[src/rtl/bitcomposer_pkg.sv]
// Shared constants and types for the speaker pattern sequencer.
// Voice and step geometry, sequencer states, step-advance helper.
package bitcomposer_pkg;

  localparam int NUM_VOICES = 4;
  localparam int NUM_STEPS  = 16;
  localparam int STEP_W     = $clog2(NUM_STEPS);
  localparam int VOICE_W    = $clog2(NUM_VOICES);
  localparam int PAT_BITS   = NUM_VOICES * NUM_STEPS;

  localparam logic [VOICE_W-1:0] VOICE_A = 2'd0;
  localparam logic [VOICE_W-1:0] VOICE_C = 2'd1;
  localparam logic [VOICE_W-1:0] VOICE_D = 2'd2;
  localparam logic [VOICE_W-1:0] VOICE_F = 2'd3;

  typedef enum logic [1:0] {
    IDLE  = 2'd0,
    PLAY  = 2'd1,
    PAUSE = 2'd2
  } seq_state_t;

  // Past the loop end (including after a shrink) we restart at 0.
  function automatic logic [STEP_W-1:0] next_step(
    input logic [STEP_W-1:0] idx,
    input logic [STEP_W-1:0] last
  );
    return (idx >= last) ? '0 : idx + 1'b1;
  endfunction

endpackage

[src/rtl/pattern_sequencer_gate_timer.sv]
// Gate-length timer shared by all voices.
// CYCLES=0 gives legato: active from load until clear.
module gate_timer
  import bitcomposer_pkg::*;
#(
  parameter int CYCLES = 8
) (
  input  logic clk_i,
  input  logic rst_ni,
  input  logic load_i,
  input  logic clear_i,
  output logic active_o
);

  localparam int CW =
    (CYCLES < 1) ? 1 : $clog2(CYCLES + 1);

  logic [CW-1:0] cnt_q, cnt_d;
  logic          hold_q, hold_d;

  always_comb begin
    cnt_d  = cnt_q;
    hold_d = hold_q;
    if (clear_i) begin
      cnt_d  = '0;
      hold_d = 1'b0;
    end else if (load_i) begin
      cnt_d  = CW'(CYCLES);
      hold_d = 1'b1;
    end else if (cnt_q != '0) begin
      cnt_d = cnt_q - CW'(1);
    end
  end

  always_ff @(posedge clk_i) begin
    if (!rst_ni) begin
      cnt_q  <= '0;
      hold_q <= 1'b0;
    end else begin
      cnt_q  <= cnt_d;
      hold_q <= hold_d;
    end
  end

  assign active_o = (CYCLES == 0) ? hold_q
                                  : (cnt_q != '0);

endmodule

[src/rtl/pattern_sequencer.sv]
// Four-voice step sequencer: pattern store, play FSM,
// per-voice gates and LED view of the edited voice row.
module pattern_sequencer
  import bitcomposer_pkg::*;
#(
  parameter int GATE_CYCLES = 5_000_000
) (
  input  logic                  CLOCK_50,
  input  logic                  resetn,
  input  logic                  step_tick,
  input  logic                  play_toggle,
  input  logic                  stop,
  input  logic [STEP_W-1:0]     loop_len,
  input  logic [VOICE_W-1:0]    edit_voice,
  input  logic [STEP_W-1:0]     edit_step,
  input  logic                  edit_val,
  input  logic                  edit_wr,
  output logic [STEP_W-1:0]     step_idx,
  output logic                  step_pulse,
  output logic [NUM_VOICES-1:0] voice_gate,
  output logic                  playing,
  output logic [NUM_STEPS-1:0]  led_pattern
);

  seq_state_t              state_q, state_d;
  logic [STEP_W-1:0]       idx_q, idx_d;
  logic                    pulse_q;
  logic [PAT_BITS-1:0]     pat_q, pat_d;
  logic [NUM_VOICES-1:0]   gbits_q, gbits_d;
  logic [NUM_VOICES-1:0]   fire_col;
  logic                    fire;
  logic                    kill;
  logic                    gate_on;

  always_comb begin
    state_d = state_q;
    idx_d   = idx_q;
    fire    = 1'b0;
    kill    = 1'b0;
    if (stop) begin
      state_d = IDLE;
      idx_d   = '0;
      kill    = 1'b1;
    end else begin
      unique case (state_q)
        IDLE: if (play_toggle) begin
          state_d = PLAY;
          idx_d   = '0;
          fire    = 1'b1;
        end
        PLAY: if (play_toggle) begin
          state_d = PAUSE;
          kill    = 1'b1;
        end else if (step_tick) begin
          idx_d = next_step(idx_q, loop_len);
          fire  = 1'b1;
        end
        PAUSE: if (play_toggle) begin
          state_d = PLAY;
          fire    = 1'b1;
        end
        default: begin
          state_d = IDLE;
          idx_d   = '0;
          kill    = 1'b1;
        end
      endcase
    end
  end

  // Column is taken from the pre-write pattern so a same-edge edit
  // only shows up on the next fire of that step.
  always_comb begin
    fire_col = '0;
    for (int v = 0; v < NUM_VOICES; v++) begin
      fire_col[v] = pat_q[{VOICE_W'(v), idx_d}];
    end
  end

  always_comb begin
    gbits_d = gbits_q;
    if (kill) begin
      gbits_d = '0;
    end else if (fire) begin
      gbits_d = fire_col;
    end
  end

  always_comb begin
    pat_d = pat_q;
    if (edit_wr) begin
      pat_d[{edit_voice, edit_step}] = edit_val;
    end
  end

  always_ff @(posedge CLOCK_50) begin
    if (!resetn) begin
      state_q <= IDLE;
      idx_q   <= '0;
      pulse_q <= 1'b0;
      pat_q   <= '0;
      gbits_q <= '0;
    end else begin
      state_q <= state_d;
      idx_q   <= idx_d;
      pulse_q <= fire;
      pat_q   <= pat_d;
      gbits_q <= gbits_d;
    end
  end

  gate_timer #(
    .CYCLES (GATE_CYCLES)
  ) u_gate (
    .clk_i    (CLOCK_50),
    .rst_ni   (resetn),
    .load_i   (fire),
    .clear_i  (kill),
    .active_o (gate_on)
  );

  logic [NUM_STEPS-1:0] led_row;
  logic [NUM_STEPS-1:0] led_mark;

  always_comb begin
    led_row  = pat_q[{edit_voice, {STEP_W{1'b0}}} +: NUM_STEPS];
    led_mark = '0;
    led_mark[idx_q] = (state_q == PLAY);
  end

  assign step_idx    = idx_q;
  assign step_pulse  = pulse_q;
  assign voice_gate  = gbits_q & {NUM_VOICES{gate_on}};
  assign playing     = (state_q == PLAY);
  assign led_pattern = led_row ^ led_mark;

endmodule

[config.mk]
export PLATFORM = sky130hd
export DESIGN_NAME = pattern_sequencer
export DESIGN_NICKNAME = d
export VERILOG_FILES = /design/src/rtl/bitcomposer_pkg.sv /design/src/rtl/pattern_sequencer_gate_timer.sv /design/src/rtl/pattern_sequencer.sv
export SDC_FILE = /design/constraint.sdc
export NUM_CORES = 1
export LEC_CHECK = 0
export BUFFER_PORTS_ARGS = -buffer_cell sky130_fd_sc_hd__buf_2
export CELL_PAD_IN_SITES_DETAIL_PLACEMENT = 0
export CELL_PAD_IN_SITES_GLOBAL_PLACEMENT = 1
export CORE_MARGIN = 3
export CORE_UTILIZATION = 38
export DETAILED_ROUTE_END_ITERATION = 12
export GPL_TIMING_DRIVEN = 0
export PLACE_DENSITY_LB_ADDON = 0.2
export RECOVER_POWER = 100
export SETUP_SLACK_MARGIN = 0.1
export SLEW_MARGIN = 20
export SYNTH_ARGS = -nofsm -noshare
export SYNTH_HDL_FRONTEND = slang
export SYNTH_HIERARCHICAL = 1
export SYNTH_SLANG_ARGS = --single-unit
[constraint.sdc]
create_clock -name CLOCK_50 -period 8.43 [get_ports CLOCK_50]
set_clock_uncertainty 0.15 [all_clocks]
set_input_delay 2.529 -clock CLOCK_50 [delete_from_list [all_inputs] [get_ports CLOCK_50]]
set_output_delay 2.529 -clock CLOCK_50 [all_outputs]
set_load 0.05 [all_outputs]
==> results_dict.tcl, run 1 <==
set metrics [dict create \
    status "complete, no violations" \
    r2r_cells 10 \
    synthCells 764 \
    critPathBufInv 5 \
    gr-total-overflow 0 \
    synth_flop_cell "dfxtp_1" \
    synthTopCellsByArea "dfxtp_1 32%, nand2_1 7.5%, a21boi_0 7.0%, mux4_2 5.8%, nor2_1 3.5%" \
    wire_per_inst_um 20.0 \
    drcViolationCount 0 \
    antenna_cells 0 \
    port_buffers 40 \
    power_mw 1.50 \
    power_leakage_nw 2.34 \
    swShare_pct 33.8 \
    synthToLayoutAreaGrowth_pct 12.6 \
    drv_cap 0 \
    r2r_start "step_idx[0]" \
    cp_data_required_time_ns 5.75 \
    pwr-share-comb_pct 30.5 \
    syn_area_per_cell_um2 8.10 \
    die_h_um 134 \
    synth_seq_area_share_pct 31.7 \
    min_period_ns 7.88 \
    cpPeakStageDelay_ns 0.60 \
    syn-num-nets 791 \
    setup-violations-final 0 \
    power_density_nw_per_um2 215 \
    drive_gt1_share_pct 10.6 \
    clockPowerShare_pct 34.3 \
    dp_hpwl_mm 15.9 \
    synth_edf_count 0 \
    grt_pass1_vias 5765 \
    slowest_stage "clkbuf_1" \
    synth_top_area_share_pct 31.7 \
    cts.sinks 98 \
    power.share.sequential_pct 35.2 \
    cts.clk_slew.worst_paths_ns 0.06 \
    multi_input_area_um2 3880 \
    wl_mm 20.7 \
    post-cts-setup-buffer-count 0 \
    nets 842 \
    hold_path_end "u_gate/cnt_q[7]" \
    critPathMostFrequentCell "clkbuf_1" \
    period_share_pct 93.5 \
    drt-vias-per-instance 5.71 \
    ios 43 \
    synth_cell_types 75 \
    tns_ns 0 \
    ys_warn_count 6 \
    ir_drop_mv 0.120 \
    report.final.slew_viol_count 0 \
    crit_cells 7 \
    r2r_end "gbits_q[3]" \
    clk_path_buf_depth 2 \
    netlist_area_um2 6190 \
    cp.arrival_ns 5.20 \
    rsz0062_at_grt "false" \
    path_class "input port to output pin" \
    switchingPower_mw 0.505 \
    min_path_type "flop to flop" \
    fmax_mhz 127 \
    post_cts_resized 0 \
    dieWidth_um 134 \
    antenna_found_initial 1 \
    grt_usage_pct 23.7 \
    grt_max_degree 16 \
    clock-root-buffer "clkbuf_16" \
    critPathLaunchType "input port" \
    numCtsBuffers 9 \
    rrSetupSlack_ns 4.25 \
    clk_latency_ns 0.36 \
    relSlewSlack_pct 25.0 \
    vias 5916 \
    cp-end-kind "output pin" \
    num_rows 46 \
    die_area_um2 17800 \
    tightest_slew_ns 1.11 \
    cts_max_level 3 \
    drt_iter0_drc 499 \
    synth-seq-cells 98 \
    n_fill_cell 1594 \
    first_pass_iters 5 \
    synth-async-reset-ratio_pct 0 \
    whs_path_depth 2 \
    gp_congestion 0.933 \
    grt_pass1_wl_mm 32.8 \
    fin_util_pct 43.8 \
    path_cells "clkbuf_1 -> clkbuf_1 -> buf_2 -> clkbuf_1 -> mux4_2 -> xnor2_1 -> buf_2" \
    cts_tree "built" \
    yosysTopAreaCell "dfxtp_1" \
    cts_hold_buf 0 \
    path_max_fanout 10 \
    core-area_um2 15900 \
    power.internal_mw 0.991 \
    register_area_um2 1960 \
    cp_top_family "buffers and inverters" \
    start_util_pct 38.9 \
    hold_violations 0 \
    hold_start "u_gate/cnt_q[7]" \
    ant_nets 0 \
]
synth_stat cells, types with 3 or more instances:
library cell	count
nand2_1	123
dfxtp_1	98
a21boi_0	58
nor2_1	58
nand3_1	43
o21ai_0	38
clkbuf_1	37
nor3_1	22
a21oi_1	20
xnor2_1	20
mux4_2	16
mux2i_1	14
and2_1	13
nand4_1	13
inv_1	12
buf_2	11
xor2_1	11
ha_1	10
nor4_1	10
nand2b_1	9
nor2b_1	9
nand4b_1	7
nor3b_1	7
o31ai_1	7
o211ai_1	6
a211oi_1	5
and3_1	5
buf_4	4
mux2_1	4
nor2_2	4
nor4b_1	4
and3b_1	3
buf_1	3
nand3b_1	3
o32a_1	3
or4_1	3
kinds of logic after synthesis:
| kind of cell | share of synthesized area, % |
|---|---|
| compound gates | 18.3 |
| xor+xnor | 4.39 |
| fa+ha+maj | 2.02 |
| mux | 9.24 |
| buf+inv | 5.36 |
| flops | 31.7 |
| simple gates | 29.0 |
tightest hold or removal path: stages, from the launching register on:
cell	delay [ns]
dfxtp_1	0.32
o41ai_1	0.06
a21oi_1	0.06
stage by stage:
stage          instance area [um2]  setup slack, ns  instances  hold WS [ns]
2_1_floorplan                 6190             1.26        764         0.294
3_3_place_gp                  6660            0.998       1020         0.315
3_5_place_dp                  6660            0.943       1020         0.320
4_1_cts                       7030            0.942       1036         0.334
5_1_grt                       6970            0.456       1036         0.357
6_report                      6970            0.550       1036         0.336
worst max path at each step:
stage	endpoint	startpoint	slack, ns
final	led_pattern[6]	edit_voice[1]	0.55
after global routing	led_pattern[7]	edit_voice[1]	0.46
after CTS	led_pattern[6]	edit_voice[1]	0.94
after detailed placement	led_pattern[6]	edit_voice[1]	0.94
after global placement	led_pattern[7]	edit_voice[1]	1.0
after floorplan	led_pattern[10]	edit_voice[1]	1.26
layer usage:
layer	track usage [%]	vias to the layer above	share of wire [%]
met5	0	-	0
met4	7.43	0	2.3
met3	4.46	29	6.5
met2	36.3	200	44
met1	33.8	2864	48
li1	-	2823	-
sequential cells by signal (all words and copies together), names as in the netlist:
signal,cells
state_q,2
gbits_q,4
step_idx,4
pat_q,64
u_gate/cnt_q,23
step_pulse,1
placed cells by master, fill, tap and decap left out, types with 6 or more instances in the layout:
cell type,count
ha_1,10
nor2b_1,9
nand2_1,123
o211ai_1,6
nand4_1,13
clkbuf_1,63
inv_1,13
and2_1,7
clkbuf_16,9
o31ai_1,7
a21oi_1,21
nor3b_1,7
nor4_1,9
xnor2_1,20
xor2_1,11
nand3_1,43
a21boi_0,58
nand4b_1,7
and2_0,6
mux2i_1,14
dfxtp_1,98
nand2b_1,9
o21ai_0,39
buf_2,31
nor3_1,22
nor2_1,60
mux4_2,16
layout make-up:
class | count | area share [%]
clock inverters | 5 | 1.80
flip-flops and latches | 98 | 28.2
multi-input cells | 594 | 55.7
clock buffers | 11 | 3.48
repair buffers | 40 | 2.55
well taps | 216 | 3.88
inverters | 13 | 0.701
plain buffers | 59 | 3.75
power groups by stage:
stage	logic [mW]	clock network, mW	registers, mW
floorplan	0.355	0	0.529
global placement	0.454	0	0.535
detailed placement	0.458	0	0.536
CTS	0.461	0.522	0.526
global route	0.513	0.536	0.531
finish	0.456	0.514	0.527
Note: power is estimated with default switching activity, not from simulation.
==> inputs of run 2 (changes only) <==
Settings changed: PLACE_DENSITY set to 0.67, PLACE_DENSITY_LB_ADDON 0.2 to not set, SYNTH_HIERARCHICAL 1 to not set.
==> run 2 against run 1 <==
Synthesized area fell by 6.2%. Via count fell by 8.4%. Largest cell class unchanged. Critical endpoint is now led_pattern[7]. Global-route usage fell by 0.15 points.
==> results_dict.tcl, run 2 <==
set metrics [dict create \
    antenna_found_initial 0 \
    post_cts_resized 0 \
    synth_edf_count 0 \
    ir_drop_mv 0.130 \
    fin_util_pct 43.7 \
    drv_cap 0 \
    cts_max_level 3 \
    clk_latency_ns 0.36 \
    path_max_fanout 10 \
    wl_mm 19.3 \
    synthTopCellsByArea "dfxtp_1 34%, nand2_1 8.5%, mux4_2 6.2%, a21oi_1 5.9%, nand3_1 5.3%" \
    core-area_um2 14800 \
    power_density_nw_per_um2 195 \
    drt_iter0_drc 400 \
    rsz0062_at_grt "false" \
    final_common_cell "nand2_1" \
    ios 43 \
    reg_top3 "pat_q x64, u_gate.cnt_q x23" \
    layout_common_cells "132 x nand2_1, 98 x dfxtp_1, 78 x nor2_1, 73 x clkbuf_1, 69 x a21oi_1" \
    post-cts-setup-buffer-count 0 \
    grt_max_degree 19 \
    cp_data_required_time_ns 5.75 \
    dieWidth_um 130 \
    port_buffers 39 \
    power_leakage_nw 2.28 \
    drcViolationCount 0 \
    period_share_pct 91.3 \
    holdWs_ns 0.322 \
    wire_per_inst_um 19.9 \
    syn_area_per_cell_um2 7.91 \
    antenna_cells 0 \
    report.final.slew_viol_count 0 \
    cts.sinks 98 \
    drive_gt1_share_pct 9.00 \
    yosysMostFrequentCell "nand2_1" \
    numCtsBuffers 9 \
    largest_reg_flops 64 \
    hold_violations 0 \
    tightest_slew_ns 0.963 \
    critPathLaunchType "input port" \
    ys_warn_count 0 \
    synth_flop_cell "dfxtp_1" \
    setup-violations-final 0 \
    fmax_mhz 130 \
    synth_seq_area_share_pct 33.8 \
    start_util_pct 39.3 \
    relSlewSlack_pct 35.7 \
    clk_path_buf_depth 2 \
    yosysTopAreaCell "dfxtp_1" \
    die_area_um2 16800 \
    tns_ns 0 \
    synth_top_area_share_pct 33.8 \
    synth-async-reset-ratio_pct 0 \
    min_path_type "flop to flop" \
    min_period_ns 7.69 \
    cts_hold_buf 0 \
    netlist_area_um2 5810 \
    synthToLayoutAreaGrowth_pct 11.0 \
    path_class "input port to output pin" \
    nets 810 \
    vias 5422 \
    first_pass_iters 5 \
    cts.clk_slew.worst_paths_ns 0.07 \
    grt_pass1_vias 5182 \
    dp_hpwl_mm 15.1 \
    grt_pass1_wl_mm 30.0 \
    power_mw 1.25 \
    synth-seq-cells 98 \
    drt-vias-per-instance 5.57 \
    cp-end-kind "output pin" \
    cp.arrival_ns 5.01 \
    synthCells 734 \
    yosys-top-cells-count "131 x nand2_1, 98 x dfxtp_1, 77 x nor2_1, 69 x a21oi_1, 62 x nand3_1" \
    die_h_um 130 \
    largest_register "pat_q" \
    status "complete, no violations" \
    cts_tree "built" \
    syn-num-nets 760 \
    synth_cell_types 59 \
    gr-total-overflow 0 \
    ant_nets 0 \
    grt_usage_pct 23.5 \
    gp_congestion 0.918 \
    num_rows 44 \
    clock-root-buffer "clkbuf_16" \
]
run 2: worst paths after layout:
check / startpoint / to / slack (ns) / depth (start not counted)
worst max-delay path: edit_voice[1] / led_pattern[7] / 0.74 / 6
worst max register to register: step_idx[0] / gbits_q[1] / 4.65 / 10
worst min register to register: u_gate.cnt_q[22] / u_gate.cnt_q[22] / 0.32 / 2
worst min-delay path: u_gate.cnt_q[22] / u_gate.cnt_q[22] / 0.32 / 2
run 2: power by group:
group          switching [mW]  internal (mW)  total, mW
Combinational           0.208          0.136      0.344
Sequential             0.0211          0.485      0.506
Clock                   0.199          0.205      0.404
run 2: area by class of cell:
type,count,area [um2]
buffer,56,255
clock buffer,9,225
clock inverter,7,65.1
fill,1533,8310
inverter,11,41.3
multi-input combinational,569,3500
sequential,98,1960
tap,184,230
timing repair buffer,39,161
run 2: cells by family after synthesis:
family	after synthesis	synth area share [%]
compound gates	133	14.9
xor+xnor	32	4.83
fa+ha+maj	9	1.94
buf+inv	67	5.22
flops	98	33.8
mux	41	10.7
simple gates	354	28.6
run 2: worst max-delay path, stage by stage:
cell and delay, ns:
clkbuf_1 0.19, clkbuf_1 0.51, clkbuf_1 0.58, mux4_2 0.41, xor2_1 0.29, clkbuf_1 0.51
run 2: metrics by stage:
stage	setup WS (ns)	area, um2	cells
global placement	1.05	6230	957
floorplan	1.42	5810	734
finish	0.736	6440	973
detailed placement	1.03	6230	957
CTS	1.03	6520	973
global route	0.642	6440	973
run 2: routing by layer:
| metal | track usage [%] | vias up | routed length, um |
|---|---|---|---|
| li1 | - | 2671 | - |
| met1 | 31.3 | 2582 | 8910 |
| met2 | 39.1 | 139 | 9120 |
| met3 | 4.20 | 30 | 814 |
| met4 | 6.91 | 0 | 483 |
| met5 | 0 | - | 0 |
